==> src/rtl/median_frame_ctrl.sv <==
// median_frame_ctrl: frame/line supervisor and output pixel selector placed behind a median filter.
// Ports: clk/rst_n (async active-low); cfg_* (sampled into shadows at frame start);
//        flt_* timing and flt_y/raw_y from the filter; out_* timing/pixel delayed one clock;
//        frame_done pulse, sticky line_err/frame_err, frame_cnt/err_cnt statistics.
// Build option: define MEDIAN_FRAME_CTRL_STATS_EN to implement frame_cnt/err_cnt (otherwise both read 0).
module median_frame_ctrl #(
    parameter logic [8:0] IMG_HDISP = 9'd320,
    parameter logic [7:0] IMG_VDISP = 8'd240
) (
    input  logic        clk,
    input  logic        rst_n,
    input  logic        cfg_filter_en,
    input  logic [1:0]  cfg_border_mode,
    input  logic [7:0]  cfg_border_val,
    input  logic        flt_vsync,
    input  logic        flt_href,
    input  logic        flt_clken,
    input  logic [7:0]  flt_y,
    input  logic [7:0]  raw_y,
    output logic        out_vsync,
    output logic        out_href,
    output logic        out_clken,
    output logic [7:0]  out_y,
    output logic        frame_done,
    output logic        line_err,
    output logic        frame_err,
    output logic [15:0] frame_cnt,
    output logic [7:0]  err_cnt
);
    localparam logic [8:0] H_LAST = IMG_HDISP - 9'd1;
    localparam logic [7:0] V_LAST = IMG_VDISP - 8'd1;

    typedef enum logic [1:0] {
        IDLE   = 2'd0,
        SYNC   = 2'd1,
        ACTIVE = 2'd2,
        DONE   = 2'd3
    } state_e;

    state_e      state_q, state_d;
    logic        vsync_q, href_q, clken_q;
    logic [7:0]  y_q, y_d;
    logic [8:0]  hcnt_q, hcnt_d;
    logic [7:0]  vcnt_q, vcnt_d;
    logic        line_err_q, line_err_d;
    logic        frame_err_q, frame_err_d;
    logic        sh_en_q, sh_en_d;
    logic [1:0]  sh_mode_q, sh_mode_d;
    logic [7:0]  sh_val_q, sh_val_d;
    logic        vs_rise, href_fall, pix_cnt, load_shadow, is_border;

    // The delayed timing registers double as the previous-cycle values for edge detection.
    assign vs_rise   = flt_vsync & ~vsync_q;
    assign href_fall = ~flt_href & href_q;
    assign pix_cnt   = flt_href & flt_clken;

    // State register
    always_ff @(posedge clk or negedge rst_n) begin
        if (!rst_n) begin
            state_q <= IDLE;
        end else begin
            state_q <= state_d;
        end
    end

    // Next-state logic
    always_comb begin
        state_d = state_q;
        unique case (state_q)
            IDLE:    if (vs_rise) state_d = SYNC;
            SYNC:    if (!vs_rise && flt_href) state_d = ACTIVE;
            ACTIVE: begin
                if (vs_rise) begin
                    state_d = SYNC;
                end else if (href_fall && (vcnt_q == V_LAST)) begin
                    state_d = DONE;
                end
            end
            DONE:    state_d = IDLE;
            default: state_d = IDLE;
        endcase
    end

    // Output logic
    always_comb begin
        frame_done = 1'b0;
        if (state_q == DONE) begin
            frame_done = 1'b1;
        end
    end

    // Counters, sticky errors and shadow loading. The first href cycle is seen
    // in SYNC, so a pixel arriving there is counted too; hcnt was cleared on SYNC entry.
    always_comb begin
        hcnt_d      = hcnt_q;
        vcnt_d      = vcnt_q;
        line_err_d  = line_err_q;
        frame_err_d = frame_err_q;
        load_shadow = 1'b0;
        unique case (state_q)
            IDLE: load_shadow = vs_rise;
            SYNC: begin
                if (vs_rise) begin
                    load_shadow = 1'b1;
                end else if (pix_cnt) begin
                    hcnt_d = hcnt_q + 9'd1;
                end
            end
            ACTIVE: begin
                if (vs_rise) begin
                    frame_err_d = 1'b1;
                    load_shadow = 1'b1;
                end else if (href_fall) begin
                    if (hcnt_q != IMG_HDISP) begin
                        line_err_d = 1'b1;
                    end
                    hcnt_d = '0;
                    vcnt_d = vcnt_q + 8'd1;
                end else if (pix_cnt) begin
                    hcnt_d = hcnt_q + 9'd1;
                end
            end
            default: ;
        endcase
        if (load_shadow) begin
            hcnt_d = '0;
            vcnt_d = '0;
        end
    end

    assign sh_en_d   = load_shadow ? cfg_filter_en   : sh_en_q;
    assign sh_mode_d = load_shadow ? cfg_border_mode : sh_mode_q;
    assign sh_val_d  = load_shadow ? cfg_border_val  : sh_val_q;

    // Border test uses the counts of the pixel being presented, before increment.
    assign is_border = (hcnt_q == 9'd0) || (hcnt_q == H_LAST) ||
                       (vcnt_q == 8'd0) || (vcnt_q == V_LAST);

    always_comb begin
        y_d = y_q;
        if (flt_clken) begin
            if (!sh_en_q) begin
                y_d = raw_y;
            end else if (is_border) begin
                unique case (sh_mode_q)
                    2'd0:    y_d = flt_y;
                    2'd2:    y_d = sh_val_q;
                    default: y_d = raw_y;
                endcase
            end else begin
                y_d = flt_y;
            end
        end
    end

    always_ff @(posedge clk or negedge rst_n) begin
        if (!rst_n) begin
            vsync_q     <= 1'b0;
            href_q      <= 1'b0;
            clken_q     <= 1'b0;
            y_q         <= '0;
            hcnt_q      <= '0;
            vcnt_q      <= '0;
            line_err_q  <= 1'b0;
            frame_err_q <= 1'b0;
            sh_en_q     <= 1'b0;
            sh_mode_q   <= '0;
            sh_val_q    <= '0;
        end else begin
            vsync_q     <= flt_vsync;
            href_q      <= flt_href;
            clken_q     <= flt_clken;
            y_q         <= y_d;
            hcnt_q      <= hcnt_d;
            vcnt_q      <= vcnt_d;
            line_err_q  <= line_err_d;
            frame_err_q <= frame_err_d;
            sh_en_q     <= sh_en_d;
            sh_mode_q   <= sh_mode_d;
            sh_val_q    <= sh_val_d;
        end
    end

    assign out_vsync = vsync_q;
    assign out_href  = href_q;
    assign out_clken = clken_q;
    assign out_y     = y_q;
    assign line_err  = line_err_q;
    assign frame_err = frame_err_q;

`ifdef MEDIAN_FRAME_CTRL_STATS_EN
    logic [15:0] frame_cnt_q, frame_cnt_d;
    logic [7:0]  err_cnt_q, err_cnt_d;
    logic        err_inc;

    // Only the transition of a sticky flag counts, never its steady state.
    assign err_inc     = (line_err_d & ~line_err_q) | (frame_err_d & ~frame_err_q);
    assign frame_cnt_d = (state_q == DONE) ? frame_cnt_q + 16'd1 : frame_cnt_q;
    assign err_cnt_d   = (err_inc && (err_cnt_q != 8'hFF)) ? err_cnt_q + 8'd1 : err_cnt_q;

    always_ff @(posedge clk or negedge rst_n) begin
        if (!rst_n) begin
            frame_cnt_q <= '0;
            err_cnt_q   <= '0;
        end else begin
            frame_cnt_q <= frame_cnt_d;
            err_cnt_q   <= err_cnt_d;
        end
    end

    assign frame_cnt = frame_cnt_q;
    assign err_cnt   = err_cnt_q;
`else
    assign frame_cnt = '0;
    assign err_cnt   = '0;
`endif

endmodule

==> config.mk <==
export PLATFORM = sky130hd
export DESIGN_NAME = median_frame_ctrl
export DESIGN_NICKNAME = d
export VERILOG_FILES = /design/src/rtl/median_frame_ctrl.sv
export SDC_FILE = /design/constraint.sdc
export NUM_CORES = 1
export LEC_CHECK = 0
export ABC_AREA = 1
export BUFFER_PORTS_ARGS = -buffer_cell sky130_fd_sc_hd__buf_2
export CAP_MARGIN = 25
export CORE_ASPECT_RATIO = 0.9
export CORE_MARGIN = 3
export CORE_UTILIZATION = 35
export DETAILED_ROUTE_END_ITERATION = 7
export MAX_ROUTING_LAYER = met4
export SLEW_MARGIN = 40
export SYNTH_ARGS = -nofsm -noshare
export SYNTH_HDL_FRONTEND = slang
export SYNTH_SLANG_ARGS = --single-unit
==> constraint.sdc <==
create_clock -name clk -period 2.3 [get_ports clk]
set_input_delay 0.345 -clock clk [delete_from_list [all_inputs] [get_ports clk]]
set_output_delay 0.345 -clock clk [all_outputs]
set_load 0.02 [all_outputs]
==> results of run 1 <==
## path summary, 6_finish.rpt
check                                from        end  slack, ns  depth (start not counted)
worst max register to register  hcnt_q[0]   out_y[3]       0.66                         10
max in group asynchronous           rst_n  hcnt_q[3]       1.80                          2
worst min-delay path                rst_n  out_vsync       0.12                          2
worst min register to register  frame_err  frame_err       0.45                          1
worst max-delay path            hcnt_q[0]   out_y[3]       0.66                         10
min in group clk                flt_vsync  out_vsync       0.17                          1
## cell families (layout without fill, tap and decap cells)
| group | after synthesis | count (layout) | synth area share |
|---|---|---|---|
| flip-flops | 43 | 43 | 0.420 |
| other | 1 | 24 | 0.00146 |
| AO/OA/AOI/OAI | 57 | 57 | 0.115 |
| buffers and inverters | 78 | 101 | 0.160 |
| adder cells (fa/ha/maj) | 4 | 4 | 0.0196 |
| AND/OR/NAND/NOR | 160 | 160 | 0.283 |
## power by group
group	total, mW	internal [mW]	switching, mW
clock	0.471	0.208	0.263
sequential	1.05	0.930	0.119
combinational	1.03	0.328	0.704
## final cells by class
cell class,count,area share
Clock inverter,3,0.00528
Sequential cell,43,0.379
Clock buffer,5,0.0242
Multi-Input combinational cell,245,0.408
Timing Repair Buffer,46,0.0819
Tap cell,90,0.0396
Inverter,47,0.0621
## critical path: stages, from the launching register on
cell and delay, ns:
sky130_fd_sc_hd__dfrtp_1 0.41, sky130_fd_sc_hd__ha_1 0.22, sky130_fd_sc_hd__nand3_1 0.13, sky130_fd_sc_hd__inv_1 0.07, sky130_fd_sc_hd__nand2_1 0.06, sky130_fd_sc_hd__nand2_1 0.06, sky130_fd_sc_hd__nand2_2 0.16, sky130_fd_sc_hd__nand2_2 0.15
sky130_fd_sc_hd__nand2_1 0.09, sky130_fd_sc_hd__nand3_1 0.07, sky130_fd_sc_hd__a21oi_1 0.15
## stage by stage
stage / hold slack, ns / cells / util / power, mW
after floorplan: 0.0494 / 366 / - / 1.86
after global placement: 0.446 / 471 / 0.404 / 2.07
after detailed placement: 0.441 / 471 / 0.404 / 2.10
after CTS: 0.134 / 479 / 0.416 / 2.58
after global routing: 0.161 / 479 / 0.416 / 2.78
final: 0.119 / 479 / 0.416 / 2.55
## sequential cells by signal, indices dropped and copies added, names as in the netlist
| name | flops |
|---|---|
| out_href | 1 |
| sh_en_q | 1 |
| out_vsync | 1 |
| state_q | 2 |
| out_clken | 1 |
| vcnt_q | 8 |
| out_y | 8 |
| sh_val_q | 8 |
| line_err | 1 |
| frame_err | 1 |
| sh_mode_q | 2 |
| hcnt_q | 9 |
## metal layers
layer  share of wire  track usage  vias up
met5               0            -        -
met4           0.012       0.0426        0
met3           0.063       0.0294        7
met2            0.44        0.219       59
met1            0.49        0.217      998
li1                -            -     1124
## cell usage after synthesis, drive strengths merged
library cell,instances,share of area
o21ai,28,0.055
conb,1,0.0015
a211oi,2,0.0059
nand3,25,0.049
clkbuf,1,0.0015
or2,1,0.0024
nand2,68,0.11
ha,4,0.020
buf,30,0.089
nor3,4,0.014
clkinv,1,0.0015
a21o,2,0.0059
dfrtp,43,0.42
a21oi,25,0.049
nand4,4,0.012
nor2,58,0.097
inv,46,0.067
## cell usage in the layout (no fill, tap or decap), types with 2 or more instances in the layout
master / n
sky130_fd_sc_hd__a211oi_1: 2
sky130_fd_sc_hd__a21o_1: 2
sky130_fd_sc_hd__a21oi_1: 25
sky130_fd_sc_hd__buf_2: 45
sky130_fd_sc_hd__clkbuf_8: 5
sky130_fd_sc_hd__clkinv_2: 3
sky130_fd_sc_hd__conb_1: 24
sky130_fd_sc_hd__dfrtp_1: 43
sky130_fd_sc_hd__ha_1: 4
sky130_fd_sc_hd__inv_1: 45
sky130_fd_sc_hd__nand2_1: 63
sky130_fd_sc_hd__nand2_2: 3
sky130_fd_sc_hd__nand2_4: 2
sky130_fd_sc_hd__nand3_1: 25
sky130_fd_sc_hd__nand4_1: 3
sky130_fd_sc_hd__nor2_1: 55
sky130_fd_sc_hd__nor2_4: 2
sky130_fd_sc_hd__nor3_1: 2
sky130_fd_sc_hd__o21ai_0: 27
==> results by stage, run 1 <==
Clock tree:
- For this design, the CTS-stage hold fixing added 0 buffers.
- The tree is rooted in a sky130_fd_sc_hd__clkbuf_8.
- The H-tree was split into 2 levels.
- After clock tree synthesis, the clock-pin slew on the worst setup and hold paths is roughly 0.080 ns.
- The clock passes through at most 2 buffers.
- The buffer count from post-CTS setup fixing is 0.
- The clock drives between 40 and 50 sinks.
- In this run, CTS created clock tree buffers numbering 5.
- In this run, post-CTS repair resized a total of 0 instances.
- The CTS tree is yes.
- At the later pin of the worst-skew pair, clock insertion delay measures around 0.3 ns.

Floorplanning:
- For this configuration, the core starts out at a cell density of 0.375.
- The core area is approximately 7000 sq um.
- The floorplan step defined a die boundary enclosing 8380 sq um.
- The number of placement rows is 28.
- The die is between 80 and 90 microns tall.
- The horizontal die dimension is 96.2 microns.
- The total I/O pin count is 70.

Critical path:
- At the worst endpoint, the required time is 2.52 ns.
- At the worst endpoint, the arrival time is roughly 1.9 ns.
- The worst setup path is launched from a register.
- The worst setup path is captured at a register.
- The largest fanout of any net on the critical path is 9.
- The category of the most critical setup path is register to register.

Timing:
- The worst path needs 1.64 ns of the cycle, external delays included.
- Across all setup checks in the final design, the least slack found is around 0.66 ns.
- Adding up every negative setup slack in the final design gives 0 ns.
- Dividing the final minimum period by the clock period gives 0.714.
- Setup violations remaining at the end of the flow were counted as 0.
- Between clock sinks in the finished design, the worst skew comes to between 0.004 and 0.005 ns.
- Timing would allow up to slightly above 600 MHz.
- The number of hold violations in the final report is 0.
- For the pin with the worst max-slew slack, the measured transition is ~0.56 ns.
- The relative slew slack is 0.627.
- Setup repair after global routing left no endpoint under its margin.
- The final max-slew violation count was 0.

Run:
- The reported max-cap violation count is 0.

Global route:
- For this run, the total global-route usage over all layers was measured as 0.152.
- The number of global-route vias before repair is around 2.1k.
- The initial antenna violation count came to 0.
- Entering global routing, the biggest net connects 44 pins.
- The global-route congestion overflow total is 0.
- The first global-routing pass estimated roughly 9700 microns of wire.

Route:
- The via count is between 2k and 2.5k.
- Dividing the detail-routed via count by the number of cells gives roughly 4.6.
- The post-route antenna net violation count is 0.
- The DRC violations left is 0.
- The number of optimization iterations in the first detailed-route pass is 4.
- The post-detailed-route wirelength per cell is about 12 microns.
- In this run, the number of DRC markers left after iteration 0 of detailed routing was 81.
- The final layout contains routed wiring with a total length of about 5700 microns.

Min path:
- The class of the worst hold path is input pin to asynchronous set/reset pin.

Synth:
- A synthesized cell averages between 7 and 8 sq um.
- For this run, the number of Yosys warnings is 0.
- After synthesis, the netlist uses 28 different library cells.
- After technology mapping, the gate count stands at between 300 and 400.
- The sequential-to-total area share from yosys stat is 0.420.
- Summing every instance area after synthesis gives approximately 2600 sq um.
- The synthesized design contains between 40 and 50 register bits.

Layout:
- The repair_antennas step left the layout with diodes totalling 0.
- The number of nets in the final layout is 424.
- The area of all placed cells without fillers is 2840 sq um.
- The proportion of layout cells with a drive suffix above 1 is 0.172.
- In the final layout, the multi-input gates occupy 1160 sq um.
- The growth of design area from synthesis to finish is 11.0%.
- The number of fill cells in the layout is roughly 750.
- The sequential cell area is between 1000 and 1500 sq um.

Status:
- The run finished with clean final reports.

Place:
- The total cell area at the placement stage is 2760 sq um.
- The count of buffers added on input and output ports is 45.
- The HPWL after detailed placement is around 4400 microns.
- Timing analysis after detailed placement gives a worst setup slack of approximately 0.65 ns.
- The final RePlAce weighted congestion is 0.850.

Power:
- The worst supply voltage drop on vdd is 0.000252 V.
- The power per unit of standard cell area is between 800 and 900 nW/um^2.
- The static leakage is roughly 1.5 nW.
No activity file was read; power rests on OpenSTA's default activity.
==> run 2, diff against run 1 <==
- ABC_AREA: 1 -> 0
- clock period: 2.3 -> 1.53 ns (I/O delays scaled with it)
==> results by stage, run 2 <==
Status:
- Run status: finished with violations (was finished clean).
- The final reports fail on negative setup slack.

Timing:
- The total negative slack for setup checks is -4.61 ns (was 0 ns).
- The number of hold violations in the final report is 0 (unchanged).
- The minimum clock period after layout is 2.09 ns (was 1.64 ns).
- The final max-slew violation count is 0 (unchanged).
- The setup slack after layout came to -0.556 ns (was 0.658 ns).
- The final critical-path share of the clock period came to 1.36 (was 0.714).
- The setup violation total in the final timing report came to 11 (was 0).
- The worst setup skew after layout is 0.00528 ns (was 0.00460 ns).
- The worst hold margin is 0.0891 ns (was 0.119 ns).
- Setup repair after global routing missed its margin: true (was false).
- The maximum operating frequency is 479 MHz (was 609 MHz).

Critical path:
- The critical path launch point type is a register (unchanged).
- The critical path required time is 1.71 ns (was 2.52 ns).
- The largest fanout of any net on the critical path is 8 (was 9).
- The arrival time at the worst endpoint is 2.26 ns (was 1.86 ns).
- The category of the most critical setup path is register to register (unchanged).
- The critical path capture point type was a register (unchanged).

Route:
- The post-detailed-route wirelength per cell is 13.4 microns (was 11.9 microns).
- The number of optimization iterations in the first detailed-route pass is 4 (unchanged).
- The number of DRC violations after detailed-routing iteration 0 is 104 (was 81).
- The via count was 2131 (was 2188).
- The routed wire length was 5910 microns (was 5690 microns).
- The post-route antenna net violation count was 0 (unchanged).
- The DRC violations left came to 0 (unchanged).
- The via-per-instance ratio is 4.82 (was 4.57).

Synth:
- The proportion of netlist area held by the largest area contributor is 0.458 (was 0.420).
- The flip-flop and latch count after synthesis is 43 (unchanged).
- Synth top area cells: sky130_fd_sc_hd__dfrtp_1, sky130_fd_sc_hd__buf_4, sky130_fd_sc_hd__nand2_1, sky130_fd_sc_hd__xor2_1, sky130_fd_sc_hd__nor2_1 (was sky130_fd_sc_hd__dfrtp_1, sky130_fd_sc_hd__nand2_1, sky130_fd_sc_hd__nor2_1, sky130_fd_sc_hd__buf_4, sky130_fd_sc_hd__inv_1).
- The cell area after technology mapping was 2350 sq um (was 2560 sq um).
- The biggest area consumer among synthesized cells is sky130_fd_sc_hd__dfrtp_1 (unchanged).
- The warning count from the yosys run was 0 (unchanged).
- The average cell area after synthesis is 8.96 sq um (was 7.46 sq um).
- The number of distinct library cell variants in the gate-level netlist after synthesis was 39 (was 28).
- The library cell with the highest instance count after synthesis is sky130_fd_sc_hd__nand2_1 (unchanged).
- The dominant synthesized flop cell was sky130_fd_sc_hd__dfrtp_1 (unchanged).
- The number of enable flip-flop cells after synthesis is 0 (unchanged).
- Commonest cells in the synthesized netlist: sky130_fd_sc_hd__nand2_1, sky130_fd_sc_hd__dfrtp_1, sky130_fd_sc_hd__buf_4 (was sky130_fd_sc_hd__nand2_1, sky130_fd_sc_hd__nor2_1, sky130_fd_sc_hd__inv_1).
- The share of synthesized registers carrying an async set or reset is 1.00 (unchanged).
- The count of mapped cells out of synthesis is 262 (was 343).
- The sequential-to-total area share from yosys stat is 0.458 (was 0.420).

Layout:
- The flip-flop count of the largest register after layout is 9 (unchanged).
- The final cell utilization of the core is 0.511 (was 0.416).
- The final cell count without fillers is 442 (was 479).
- The most common cell after layout, fill and taps aside is sky130_fd_sc_hd__nand2_1 (unchanged).
- The total area of multi-input combinational cells was 1280 sq um (was 1160 sq um).
- Highest-count cells in the layout ignoring fill and taps: sky130_fd_sc_hd__nand2_1, sky130_fd_sc_hd__buf_2, sky130_fd_sc_hd__buf_4, sky130_fd_sc_hd__dfrtp_1, sky130_fd_sc_hd__conb_1 (was sky130_fd_sc_hd__nand2_1, sky130_fd_sc_hd__nor2_1, sky130_fd_sc_hd__inv_1, sky130_fd_sc_hd__buf_2, sky130_fd_sc_hd__dfrtp_1).
- The sequential cell area was 1080 sq um (about the same).
- The area of all placed cells without fillers is 3230 sq um (was 2840 sq um).
- The number of fill cells in the layout is 599 (was 746).
- The register containing the most flip-flops in the final layout is hcnt_q (unchanged).
- The number of nets in the final layout is 390 (was 424).
- The count of inserted antenna diode cells is 0 (unchanged).
- The proportion of layout cells with a drive suffix above 1 came to 0.363 (was 0.172).
- The growth of design area from synthesis to finish came to 37.6% (was 11.0%).

Clock tree:
- The CTS sink count came to 43 (unchanged).
- The total CTS buffers is 5 (unchanged).
- The clock tree buffer depth is 2 (unchanged).
- The clock-pin slew reported for the worst setup and hold paths after clock tree synthesis is 0.08 ns (about the same).
- The CTS tree is yes (unchanged).
- The clock latency reported for the late side of the worst-skew pair is 0.29 ns (was 0.30 ns).
- The depth of the CTS H-tree came to 2 (unchanged).
- The CTS root buffer is sky130_fd_sc_hd__clkbuf_8 (unchanged).

Min path:
- The class of the worst hold path is input pin to register (was input pin to asynchronous set/reset pin).

Global route:
- The maximum number of pins on one net before global-route repair was 26 (was 44).
- The global-route congestion overflow total came to 0 (unchanged).
- The number of global-route vias before repair was 2083 (was 2061).
- The total routing usage reported by global routing is 0.156 (was 0.152).
- The global-route wire length before repair is 9570 microns (was 9650 microns).
- The initial antenna violation count came to 0 (unchanged).

Place:
- The cell total after placement came to 422 (was 471).
- The final RePlAce weighted congestion is 0.879 (was 0.850).
- The total cell area at the placement stage is 2900 sq um (was 2760 sq um).
- The HPWL after detailed placement is 4200 microns (was 4360 microns).
- The number of buffers added on ports is 45 (unchanged).
- The pre-CTS setup slack is -0.559 ns (was 0.654 ns).

Power:
- The static leakage is 1.56 nW (was 1.49 nW).
- The worst supply voltage drop on vdd is 0.000456 V (was 0.000252 V).
- The power per unit of standard cell area was 1070 nW/um^2 (was 898 nW/um^2).
- The total power consumption of the routed design is 3.46 mW (was 2.55 mW).

Floorplanning:
- The initial standard-cell utilization of the core was 0.372 (was 0.375).
- The total I/O pin count is 70 (unchanged).
- The core area came to 6320 sq um (was 6830 sq um).
- The number of placement rows is 27 (was 28).
- The horizontal die dimension came to 92.3 microns (was 96.2 microns).
- The die boundary height is 83.7 microns (was 87.1 microns).
- The die area was 7730 sq um (was 8380 sq um).

Run:
- The reported max-cap violation count came to 0 (unchanged).
run 2: layout make-up:
| type | instances | area share |
|---|---|---|
| timing repair buffer | 95 | 0.194 |
| tap | 87 | 0.0337 |
| sequential | 43 | 0.333 |
| clock inverter | 2 | 0.0108 |
| multi-input combinational | 205 | 0.398 |
| inverter | 4 | 0.00465 |
| clock buffer | 6 | 0.0256 |
run 2: critical path, cell delays in order, from the launching register on:
cell	delay (ns)
sky130_fd_sc_hd__dfrtp_1	0.40
sky130_fd_sc_hd__inv_2	0.06
sky130_fd_sc_hd__ha_1	0.12
sky130_fd_sc_hd__or3b_4	0.37
sky130_fd_sc_hd__or4_4	0.44
sky130_fd_sc_hd__a211o_4	0.39
sky130_fd_sc_hd__nand3_1	0.10
sky130_fd_sc_hd__a31oi_1	0.08
run 2: kinds of logic (layout without fill, tap and decap cells):
| kind of cell | Yosys count | in the layout | synth area share |
|---|---|---|---|
| AND/OR/NAND/NOR | 113 | 113 | 0.230 |
| XOR/XNOR | 13 | 13 | 0.0485 |
| AO/OA/AOI/OAI | 50 | 50 | 0.139 |
| other | 1 | 24 | 0.00160 |
| flip-flops | 43 | 43 | 0.458 |
| multiplexers | 1 | 1 | 0.00426 |
| adder cells (fa/ha/maj) | 4 | 4 | 0.0213 |
| buffers and inverters | 37 | 107 | 0.0975 |
run 2: layer usage:
layer	global-route usage	up-vias	part of all wire
li1	-	1047	-
met4	0.0445	0	0.013
met2	0.244	61	0.47
met5	-	-	0
met1	0.206	1014	0.46
met3	0.0316	9	0.055
run 2: final timing paths:
| kind | start | to | slack [ns] | cells past startpoint |
|---|---|---|---|---|
| min reg2reg | frame_err | frame_err | 0.48 | 1 |
| min | flt_vsync | out_vsync | 0.09 | 1 |
| max in group asynchronous | rst_n | out_vsync | 0.79 | 3 |
| max | hcnt_q[1] | out_y[0] | -0.56 | 7 |
| max reg2reg | hcnt_q[1] | out_y[0] | -0.56 | 7 |
| min in group asynchronous | rst_n | vcnt_q[5] | 0.42 | 3 |
run 2: repair_timing:
item	4_1_cts	5_1_grt
hold endpoints to repair	43	0
pin swaps	12	17
endpoints found under the setup margin	20	19
setup buffers	7	10
hold buffers	1	0
resized for setup	17	14
run 2: power breakdown:
| part | internal (mW) | switching (mW) |
|---|---|---|
| registers | 1.28 | 0.0828 |
| logic | 0.527 | 0.642 |
| clock network | 0.529 | 0.402 |
==> run 3, diff against run 2 <==
- CORE_UTILIZATION: 35 -> 50
- PLACE_DENSITY: not set -> 0.78
==> results by stage, run 3 (synthesized netlist as in run 2, its figures left out) <==
Run:
- The reported max-cap violation count was 0 (unchanged).

Floorplanning:
- The core area is 4490 sq um (was 6320 sq um).
- The die boundary height is 71.0 microns (was 83.7 microns).
- The total I/O pin count came to 70 (unchanged).
- The initial standard-cell utilization of the core is 0.523 (was 0.372).
- The die area is 5560 sq um (was 7730 sq um).
- The number of placement rows is 23 (was 27).
- The horizontal die dimension was 78.2 microns (was 92.3 microns).

Timing:
- The setup slack after layout is -0.621 ns (was -0.556 ns).
- The final max-slew violation count is 0 (unchanged).
- The total negative slack for setup checks came to -4.98 ns (was -4.61 ns).
- The setup violation total in the final timing report is 11 (unchanged).
- The minimum clock period after layout is 2.15 ns (was 2.09 ns).
- The worst setup skew after layout came to 0.00352 ns (was 0.00528 ns).
- Setup repair after global routing missed its margin: true (unchanged).
- The worst hold margin was 0.0931 ns (was 0.0891 ns).
- The maximum operating frequency is 465 MHz (was 479 MHz).
- The actual transition at the worst max-transition pin is approximately 0.53 ns.
- The number of hold violations in the final report is 0 (unchanged).
- The final critical-path share of the clock period was 1.41 (was 1.36).
- The relative slew slack is 0.646.

Clock tree:
- The CTS tree is yes (unchanged).
- The CTS root buffer is sky130_fd_sc_hd__clkbuf_8 (unchanged).
- The depth of the CTS H-tree is 2 (unchanged).
- The total CTS buffers came to 5 (unchanged).
- The clock tree buffer depth came to 2 (unchanged).
- The clock latency reported for the late side of the worst-skew pair is 0.30 ns (was 0.29 ns).
- The clock-pin slew reported for the worst setup and hold paths after clock tree synthesis is 0.08 ns (about the same).
- The CTS sink count is 43 (unchanged).

Status:
- Violations in the final reports: negative setup slack (unchanged).
- Run status: finished with violations (unchanged).

Layout:
- Highest-count cells in the layout ignoring fill and taps: sky130_fd_sc_hd__nand2_1, sky130_fd_sc_hd__buf_2, sky130_fd_sc_hd__dfrtp_1, sky130_fd_sc_hd__buf_4, sky130_fd_sc_hd__conb_1 (was sky130_fd_sc_hd__nand2_1, sky130_fd_sc_hd__buf_2, sky130_fd_sc_hd__buf_4, sky130_fd_sc_hd__dfrtp_1, sky130_fd_sc_hd__conb_1).
- The flip-flop count of the largest register after layout was 9 (unchanged).
- The number of fill cells in the layout was 354 (was 599).
- The proportion of layout cells with a drive suffix above 1 is 0.344 (was 0.363).
- The number of nets in the final layout was 381 (was 390).
- The final cell count without fillers was 408 (was 442).
- The count of inserted antenna diode cells is 0 (unchanged).
- The area of all placed cells without fillers came to 3100 sq um (was 3230 sq um).
- The most common cell after layout, fill and taps aside is sky130_fd_sc_hd__nand2_1 (unchanged).
- The register containing the most flip-flops in the final layout is hcnt_q (unchanged).
- The final cell utilization of the core is 0.691 (was 0.511).
- The growth of design area from synthesis to finish is 32.2% (was 37.6%).

Global route:
- The global-route wire length before repair is 9360 microns (was 9570 microns).
- The initial antenna violation count is 0 (unchanged).
- The total routing usage reported by global routing is 0.222 (was 0.156).
- The number of global-route vias before repair is 2011 (was 2083).
- The maximum number of pins on one net before global-route repair is 29 (was 26).
- The global-route congestion overflow total came to 0 (unchanged).

Critical path:
- The critical path capture point type is a register (unchanged).
- Cells along the critical path: inv_2 -> ha_4 -> or3b_4 -> or4_4 -> a211o_4 -> nand3_2 -> a31oi_1 (was inv_2 -> ha_1 -> or3b_4 -> or4_4 -> a211o_4 -> nand3_1 -> a31oi_1).
- The library cell contributing the largest single delay on the critical path is sky130_fd_sc_hd__or4_4 (unchanged).
- The largest stage delay on the critical path is 0.44 ns (about the same).
- The largest fanout of any net on the critical path is 8 (unchanged).
- The critical path required time is 1.71 ns (about the same).
- The category of the most critical setup path is register to register (unchanged).
- The arrival time at the worst endpoint came to 2.33 ns (was 2.26 ns).
- The critical path launch point type is a register (unchanged).

Power:
- The worst supply voltage drop on vdd is 0.000772 V (was 0.000456 V).
- The total power consumption of the routed design is 3.23 mW (was 3.46 mW).
- The power per unit of standard cell area is 1040 nW/um^2 (was 1070 nW/um^2).
- The static leakage is 1.50 nW (was 1.56 nW).

Route:
- The number of optimization iterations in the first detailed-route pass is 4 (unchanged).
- The post-route antenna net violation count is 0 (unchanged).
- The routed wire length is 6090 microns (was 5910 microns).
- The DRC violations left was 0 (unchanged).
- The post-detailed-route wirelength per cell is 14.9 microns (was 13.4 microns).
- The via-per-instance ratio is 5.21 (was 4.82).
- The number of DRC violations after detailed-routing iteration 0 was 218 (was 104).
- The via count is 2125 (was 2131).

Place:
- The cell total after placement is 391 (was 422).
- The final RePlAce weighted congestion was 0.909 (was 0.879).
- The HPWL after detailed placement is 4150 microns (was 4200 microns).
- The pre-CTS setup slack is -0.642 ns (was -0.559 ns).
- The number of buffers added on ports is 45 (unchanged).
- The total cell area at the placement stage is 2840 sq um (was 2900 sq um).

Min path:
- The class of the worst hold path is input pin to register (unchanged).
==> run 3: worst max-delay path, delay by kind of cell (launching register included) <==
kind	cells	cell delay, ns
compound gates	2	0.49
fa+ha+maj	1	0.12
buf+inv	1	0.10
flops	1	0.41
simple gates	3	0.91
==> run 3: area by class of cell <==
class	count	area [sq um]	area share
Timing Repair Buffer	86	572	0.184
Multi-Input combinational cell	205	1280	0.413
Clock inverter	1	5.00	0.00161
Sequential cell	43	1080	0.347
Tap cell	62	77.6	0.0250
Clock buffer	7	76.3	0.0246
Inverter	4	15.0	0.00484
==> run 3: worst paths after layout <==
path                       startpoint     endpoint  slack, ns  cells past startpoint
max in group asynchronous       rst_n    out_vsync       0.64                      3
setup / recovery            hcnt_q[1]     out_y[0]      -0.62                      7
hold reg to reg             frame_err    frame_err       0.48                      1
hold / removal              flt_vsync    out_vsync       0.09                      1
min in group asynchronous       rst_n  sh_val_q[5]       0.39                      2
setup reg to reg            hcnt_q[1]     out_y[0]      -0.62                      7
==> run 3: metal layers <==
metal  vias up  part of all wire  GRT usage
met5         -                 0          -
met4         0            0.0087     0.0699
met3         7             0.056     0.0471
met2        72              0.49      0.344
met1      1021              0.44      0.293
li1       1025                 -          -
==> run 3: power by group <==
group,internal [mW],switching [mW]
sequential,1.28,0.0994
combinational,0.488,0.664
clock,0.321,0.377
total,2.09,1.14
==> run 3: timing repair <==
action,4_1_cts,5_1_grt
endpoints found under the hold margin,15,0
gates resized for setup,13,19
pin swaps,13,19
hold buffers,1,0
endpoints found under the setup margin,13,20
buffers inserted,4,6
